===== config.mk =====
export PLATFORM = sky130hd
export DESIGN_NAME = ucca_violation_handler
export DESIGN_NICKNAME = d
export VERILOG_FILES = /design/src/rtl/ucca_handler_pkg.sv /design/src/rtl/ucca_viol_log.sv /design/src/rtl/ucca_violation_handler.sv
export SDC_FILE = /design/constraint.sdc
export NUM_CORES = 1
export LEC_CHECK = 0
export BUFFER_PORTS_ARGS = -buffer_cell sky130_fd_sc_hd__buf_2
export CAP_MARGIN = 30
export CORE_MARGIN = 1.5
export CORE_UTILIZATION = 50
export DETAILED_ROUTE_END_ITERATION = 6
export PLACE_DENSITY = 0.8
export SLEW_MARGIN = 20
export SYNTH_ARGS = -nofsm -noshare
export SYNTH_HDL_FRONTEND = slang
export SYNTH_SLANG_ARGS = --single-unit

===== constraint.sdc =====
create_clock -name clk -period 2.8 [get_ports clk]
set_clock_uncertainty 0.15 [all_clocks]
set_input_delay 0.14 -clock clk [delete_from_list [all_inputs] [get_ports clk]]
set_output_delay 0.14 -clock clk [all_outputs]
set_load 0.1 [all_outputs]

===== src/rtl/ucca_handler_pkg.sv =====
// Shared types and constants for the UCCA violation handler.
package ucca_handler_pkg;

    typedef enum logic [1:0] {
        IDLE      = 2'd0,
        RST_HOLD  = 2'd1,
        WAIT_BOOT = 2'd2
    } state_t;

    localparam int          COUNT_W               = 8;
    localparam logic [15:0] DEFAULT_RESET_HANDLER = 16'h0000;

    function automatic int log_entry_w(input int num_src);
        return 32 + num_src;
    endfunction

endpackage


===== src/rtl/ucca_viol_log.sv =====
// Overwrite-on-full FIFO of violation captures; the oldest entry is dropped when full.
module ucca_viol_log
    import ucca_handler_pkg::*;
#(
    parameter int DEPTH = 4,
    parameter int WIDTH = 36
) (
    input  logic             clk,
    input  logic             reset,
    input  logic             push,
    input  logic [WIDTH-1:0] push_data,
    input  logic             pop,
    output logic             empty,
    output logic [WIDTH-1:0] head
);

    localparam int PW = $clog2(DEPTH);

    logic [WIDTH-1:0] mem [DEPTH];
    logic [PW-1:0]    wr_ptr;
    logic [PW-1:0]    rd_ptr;
    logic [PW:0]      fill;
    logic             full;
    logic             do_pop;

    always_comb begin
        full   = (fill == (PW+1)'(DEPTH));
        do_pop = pop && (fill != '0);
        empty  = (fill == '0);
        head   = mem[rd_ptr];
    end

    always_ff @(posedge clk) begin
        if (push) begin
            mem[wr_ptr] <= push_data;
        end
    end

    always_ff @(posedge clk) begin
        if (reset) begin
            wr_ptr <= '0;
            rd_ptr <= '0;
            fill   <= '0;
        end else begin
            if (push) begin
                wr_ptr <= wr_ptr + 1'b1;
            end
            // A push into a full FIFO discards the head, exactly like a pop.
            if (do_pop || (push && full)) begin
                rd_ptr <= rd_ptr + 1'b1;
            end
            if (push && !do_pop && !full) begin
                fill <= fill + 1'b1;
            end else if (do_pop && !push) begin
                fill <= fill - 1'b1;
            end
        end
    end

endmodule


===== src/rtl/ucca_violation_handler.sv =====
// Converts UCCA monitor violations into a timed CPU reset with forensic capture and boot supervision.
// Optional violation log FIFO enabled by defining UCCA_VIOL_LOG_EN.
module ucca_violation_handler
    import ucca_handler_pkg::*;
#(
    parameter int          NUM_SRC       = 4,
    parameter int          RESET_CYCLES  = 16,
    parameter int          BOOT_TIMEOUT  = 64,
    parameter logic [15:0] RESET_HANDLER = DEFAULT_RESET_HANDLER,
    parameter int          LOG_DEPTH     = 4
) (
    input  logic               clk,
    input  logic               reset,
    input  logic [NUM_SRC-1:0] viol_in,
    input  logic [15:0]        pc,
    input  logic [15:0]        data_addr,
    output logic               sys_reset,
    output logic               viol_valid,
    output logic [NUM_SRC-1:0] viol_cause,
    output logic [15:0]        viol_pc,
    output logic [15:0]        viol_addr,
    output logic [7:0]         viol_count,
    output logic               boot_fail
`ifdef UCCA_VIOL_LOG_EN
    ,
    input  logic                               log_rd,
    output logic                               log_empty,
    output logic [log_entry_w(NUM_SRC)-1:0]    log_data
`endif
);

    if (NUM_SRC < 1) begin : g_chk_src
        $error("NUM_SRC must be at least 1");
    end
    if (RESET_CYCLES < 1 || RESET_CYCLES > 255) begin : g_chk_rst
        $error("RESET_CYCLES must be in 1..255");
    end
    if (BOOT_TIMEOUT < 1 || BOOT_TIMEOUT > 255) begin : g_chk_boot
        $error("BOOT_TIMEOUT must be in 1..255");
    end
    if (LOG_DEPTH < 2 || (LOG_DEPTH & (LOG_DEPTH - 1)) != 0) begin : g_chk_log
        $error("LOG_DEPTH must be a power of two, at least 2");
    end

    localparam logic [COUNT_W-1:0] HOLD_LOAD = COUNT_W'(RESET_CYCLES - 1);
    localparam logic [COUNT_W-1:0] BOOT_LOAD = COUNT_W'(BOOT_TIMEOUT - 1);

    state_t             state;
    logic [COUNT_W-1:0] cnt;
    logic               capture;

    always_comb begin
        capture = (|viol_in) && (state == IDLE || state == WAIT_BOOT);
    end

    always_ff @(posedge clk) begin
        if (reset) begin
            state      <= IDLE;
            cnt        <= '0;
            sys_reset  <= 1'b0;
            viol_valid <= 1'b0;
            viol_cause <= '0;
            viol_pc    <= '0;
            viol_addr  <= '0;
            viol_count <= '0;
            boot_fail  <= 1'b0;
        end else begin
            if (capture) begin
                viol_cause <= viol_in;
                viol_pc    <= pc;
                viol_addr  <= data_addr;
                viol_valid <= 1'b1;
                if (viol_count != '1) begin
                    viol_count <= viol_count + 1'b1;
                end
            end

            unique case (state)
                IDLE: begin
                    if (capture) begin
                        state     <= RST_HOLD;
                        cnt       <= HOLD_LOAD;
                        sys_reset <= 1'b1;
                    end
                end
                RST_HOLD: begin
                    if (cnt == '0) begin
                        state     <= WAIT_BOOT;
                        cnt       <= BOOT_LOAD;
                        sys_reset <= 1'b0;
                    end else begin
                        cnt <= cnt - 1'b1;
                    end
                end
                WAIT_BOOT: begin
                    // Violation outranks a PC match, which outranks the timeout.
                    if (capture) begin
                        state     <= RST_HOLD;
                        cnt       <= HOLD_LOAD;
                        sys_reset <= 1'b1;
                    end else if (pc == RESET_HANDLER) begin
                        state <= IDLE;
                    end else if (cnt == '0) begin
                        boot_fail <= 1'b1;
                        state     <= RST_HOLD;
                        cnt       <= HOLD_LOAD;
                        sys_reset <= 1'b1;
                    end else begin
                        cnt <= cnt - 1'b1;
                    end
                end
                default: begin
                    state     <= IDLE;
                    sys_reset <= 1'b0;
                end
            endcase
        end
    end

`ifdef UCCA_VIOL_LOG_EN
    ucca_viol_log #(
        .DEPTH (LOG_DEPTH),
        .WIDTH (log_entry_w(NUM_SRC))
    ) u_log (
        .clk       (clk),
        .reset     (reset),
        .push      (capture),
        .push_data ({viol_in, pc, data_addr}),
        .pop       (log_rd),
        .empty     (log_empty),
        .head      (log_data)
    );
`endif

endmodule


# Yosys cells after proc, flatten, opt, wreduce, memory -nomap -nowiden
# Index checks and enable logic that the tools add are counted.
dict set report classes {
  add_sub_neg 2
  bitwise_logic 2
  n_eq_ne 8
  mux 18
  n_reduce_logical 12
}
# cell n
set op_table {}
lappend op_table {{two-way mux 8 bit} 5}
lappend op_table {{one-hot mux 8 bit (3 select lines)} 1}
lappend op_table {{logical NOT 16 bit} 1}
lappend op_table {{two-way mux 2 bit} 5}
lappend op_table {{adder 8 x 1 -> 8 bit, second input constant} 1}
lappend op_table {{logical NOT 8 bit} 1}
lappend op_table {{!= test 8 bit, second input constant} 1}
lappend op_table {{AND reduction 4 bit} 2}
lappend op_table {{subtractor 8 x 1 -> 8 bit, second input constant} 1}
lappend op_table {{one-hot mux 2 bit (3 select lines)} 1}
lappend op_table {{AND reduction 3 bit} 2}
lappend op_table {{two-way mux 1 bit} 5}
lappend op_table {{!= test 2 bit, second input constant} 2}
lappend op_table {{!= test 4 x 2 -> 1 bit, second input constant} 1}
lappend op_table {{OR reduction 4 bit} 1}
lappend op_table {{!= test 3 x 2 -> 1 bit, second input constant} 1}
lappend op_table {{!= test 3 bit, second input constant} 1}
lappend op_table {{one-hot mux 1 bit (3 select lines)} 1}
lappend op_table {{nonzero test 3 bit} 1}
lappend op_table {{== test 2 x 1 -> 1 bit, second input constant} 1}
lappend op_table {{== test 2 bit, second input constant} 1}
lappend op_table {{logical NOT 2 bit} 1}
lappend op_table {{inverter 1 bit} 2}
lappend op_table {{AND reduction 2 bit} 1}
lappend op_table {{other kinds (2)} 2}
dict set report totals {
  regBits 57
  word_cells 51
  out_inout_bits 47
  in_bits 38
}

# Longest topological paths before layout
dict set report depth {
  depth_word 5
  depth_mapped 8
  mapped_depth_nobuf 7
}

# Worst setup path after synthesis
# Ideal clock, no wire load.
dict set report synth_timing {
  kind {register to register}
  startpoint {register viol_count[0]}
  endpoint {register viol_count[5]}
  setup_slack_ps 486
  stages_incl_launch_ff 7
  t_required_ps 2522
  setup_time_ps 128
  arrival_ps 2036
  path_cell_list {dfxtp_1 -> ha_1 -> nand3_1 -> o211ai_2 -> nor3_1 -> xnor2_1 -> nor2_1}
}
dict set report synth_via {
  elab_chain_len 2
  word_cells_on_any_way 3
  classes_between {add/sub (1); eq/ne (1); reduce/logical (1)}
}
# item line_no
set synth_lines {}
lappend synth_lines {{start: declaration} ucca_violation_handler.sv:22} ;# output logic [7:0] viol_count,
lappend synth_lines {{start signal: assignment} ucca_violation_handler.sv:74} ;# viol_count <= viol_count + 1'b1;
lappend synth_lines {{branches (longest 2 deep; another with adder 8 x 1 -> 8 bit)} --}
# Several ways; the timed one is not identified.
# A chain may end at the register's enable or synchronous reset.

# Worst setup path after layout
dict set report layout_timing {
  startpoint {input port viol_in[0]}
  endpoint {register cnt[0]}
}
dict set report layout_via {
  elab_chain_len 4
  word_cells_on_any_way 7
  classes_between {eq/ne (2); mux (2); reduce/logical (3)}
}
# item line_no
set layout_lines {}
lappend layout_lines {{start: declaration} ucca_violation_handler.sv:14} ;# input logic [NUM_SRC-1:0] viol_in,
lappend layout_lines {{OR reduction 4 bit (*)} ucca_violation_handler.sv:53} ;# capture = (|viol_in) && (state == IDLE || state == WAIT_BOOT);
lappend layout_lines {{logical AND 1 bit (*)} ucca_violation_handler.sv:53}
lappend layout_lines {{!= test 3 bit (no line), or another cell as far along} --}
lappend layout_lines {{AND reduction 3 bit (no line) or one-hot mux 8 bit (3 select lines) (tied branches)} --}
lappend layout_lines {{end signal: assignment} ucca_violation_handler.sv:92} ;# cnt <= cnt - 1'b1;
lappend layout_lines {{end signal: assignment} ucca_violation_handler.sv:109} ;# cnt <= cnt - 1'b1;
lappend layout_lines {{end: declaration} ucca_violation_handler.sv:49} ;# logic [COUNT_W-1:0] cnt;
# Every way passes the cells marked *; elsewhere a longest branch is shown, timed or not.

==> out/results.tsv <==
stage	metric	value	unit
power	peakVddDrop	606.1	µV
worst_hold_path	holdCritPathClass	input port to register	
sta	rsz0062_at_grt	false	
cts	clk_latency	0.33	ns
critical_path	worst-path-buf-inv	2	
final_layout	nNetsFinal	473	
synthesis	synth_seq_cells	57	
sta	period_needed	2.212	ns
final_layout	seqCellArea	1141	µm²
status	outcome	finished clean	
critical_path	critPathTopFamily	simple AND/OR/NAND/NOR gates	
critical_path	critical_path.max_fanout	8	
floorplanning	rows	25	
drt	wire_per_inst	13.58	µm
synthesis	avgSynthCellArea	8.098	µm²
grt	grtUsageTotal	0.2600	
drt	dr_total_vias	2634	
cts	cts_buffers	9	
grt	grt_pass1_vias	2431	
sta	setup_tns	0	ns
final_layout	num_antenna_cells	0	
place	gp_congestion	0.8447	
synthesis	ys_seq_area_frac	0.4590	
drt	drt_first_pass_iters	4	
cts	cts_hold_buf	36	
power	leakage	1.569	nW
final_layout	syn_to_final_growth	42.27	%
sta	period_share	0.7900	
cts	clock-sinks	57	
synthesis	synth_common_cells	nand2_1, dfxtp_1, a21oi_1	
cts	cts_setup_buffers	0	
cts	clock-root-buffer	clkbuf_8	
drt	via_per_inst	5.279	
place	dpl.hpwl	3.958	mm
critical_path	slowest_stage	or4_1	
grt	grt_overflow	0	
sta	finalHoldViolCount	0	
grt	grt_max_degree	47	
cts	clkTransAtPathRegs	0.07	ns
critical_path	cp_slowest_stage_delay	0.69	ns
power	p_per_area	845.5	nW/µm²
synthesis	synth_cells	307	
final_layout	multi_input_area	1252	µm²
floorplanning	die_h	73.52	µm
drt	route.detailed.drc	0	
floorplanning	core	4755	µm²
synthesis	synth_area_leader_cell	dfxtp_1	
synthesis	synth-edff-count	0	
sta	worst_pin_slew	0.8078	ns
critical_path	cp-end-kind	register	
cts	clockBufferDepth	2	
sta	max_freq	452.1	MHz
final_layout	postLayoutCellArea	3537	µm²
sta	setup_viol	0	
job	maxCapViolCount	0	
synthesis	ys_async_sr_fraction	0	
final_layout	nFillCells	361	
synthesis	synth_most_common_cell	nand2_1	
synthesis	syn-num-nets	352	
sta	relSlewSlack	0.4615	
grt	grt_pass1_wl	10.80	mm
place	port-buffer-count	84	
critical_path	startpoint_type	input port	
synthesis	syn_area	2486	µm²
critical_path	cp.required	2.88	ns
place	placed_area	2969	µm²
drt	drt.antenna.violating_nets	0	
synthesis	synthDistinctLibCells	46	
final_layout	layout-drive-gt1-share	0.2662	
floorplanning	dieArea	5404	µm²
cts	htree_levels	3	
floorplanning	dieWidth	73.52	µm
synthesis	synth_area_leaders	dfxtp_1, nand2_1, a21oi_1	
synthesis	synth_ff_type	dfxtp_1	
drt	wirelength	6.774	mm
floorplanning	start_util	0.5229	
grt	antenna_found_initial	0	
synthesis	synth_warnings	0	
drt	dr.first_iter.drc_count	204	
cts	cts_resized	0	
synthesis	synth_top_area_frac	0.4590	
critical_path	crit_type	input port to register	
critical_path	cp_cell_sequence	dlygate4sd3_1, buf_2, or4_1, nor2_4, a221o_2, nor3_1, a211oi_1	
sta	slew_violations	0	
critical_path	cp_data_arrival_time	2.29	ns
floorplanning	io_pins	85	
cts	cts_tree	done	
## where the power goes
part / switching (mW) / internal [mW] / leakage (nW)
sequential: 0.0695 / 0.911 / 0.470
combinational: 0.921 / 0.263 / 0.990
clock: 0.334 / 0.492 / 0.109
## worst reg2reg max path, stage by stage, from the launching register on
cell and delay, ns:
dfxtp_1 0.32, inv_1 0.08, ha_1 0.21, nor4b_2 0.39
nand2_1 0.28, o21ai_0 0.21, a211oi_1 0.09, a2111oi_1 0.36
## cells in the final DEF (no fill, tap or decap), types with 6 or more instances in the layout
cell / count
a21oi_1: 41
o21ai_0: 6
nand2_1: 75
ha_1: 7
clkbuf_8: 9
nor3_1: 10
buf_2: 84
dlygate4sd3_1: 36
inv_1: 9
nor2_1: 24
dfxtp_1: 57
## cell type report
type | instances | share of cell area
clock buffers | 9 | 0.03502
clock inverters | 6 | 0.02370
inverters | 9 | 0.009551
multi-input cells | 226 | 0.3541
flip-flops and latches | 57 | 0.3226
well taps | 67 | 0.02370
repair buffers | 125 | 0.2313
## registers in the layout, indices dropped and copies added (netlist names)
| name | cells |
|---|---|
| viol_addr | 16 |
| viol_valid | 1 |
| cnt | 8 |
| viol_count | 8 |
| viol_pc | 16 |
| viol_cause | 4 |
| state | 2 |
| sys_reset | 1 |
| boot_fail | 1 |
## cells by family after synthesis
group / share of synthesized area
buffers and inverters: 0.03825
DFF: 0.4590
and+or+nand+nor: 0.2532
AOI/OAI and AO/OA: 0.1817
xor gates and xnor gates: 0.02466
muxes: 0.008053
adders and majority gates: 0.03523
## stage by stage
step                power [mW]  hold slack [ns]  worst slack, ns  utilization  std cells
finish                   2.991           0.2318           0.5880       0.7439        499
floorplan                1.930           0.1260           0.4863            -        307
global placement         2.112           0.2303           0.7219       0.6245        448
detailed placement       2.123           0.2348           0.6254       0.6245        448
global route             3.110           0.2720           0.2984       0.7439        499
CTS                      2.983           0.2411           0.5962       0.7439        499
## worst paths after layout
path	to	slack (ns)	depth (start not counted)	startpoint
worst min-delay path	viol_count[7]	0.23	2	reset
worst min register to register	viol_pc[12]	0.30	2	viol_pc[12]
worst max-delay path	cnt[0]	0.59	7	viol_in[0]
worst max register to register	sys_reset	0.59	7	cnt[0]
## routing by layer
| layer | routed length [µm] | part of all wire | vias to the layer above | track usage |
|---|---|---|---|---|
| met5 | 0 | 0 | - | 0 |
| met4 | 124 | 0.018 | 0 | 0.1255 |
| met3 | 362 | 0.053 | 14 | 0.06310 |
| met2 | 3366 | 0.50 | 86 | 0.4224 |
| met1 | 2921 | 0.43 | 1233 | 0.3222 |
| li1 | - | - | 1301 | - |
(Power assumes the default switching activity.)
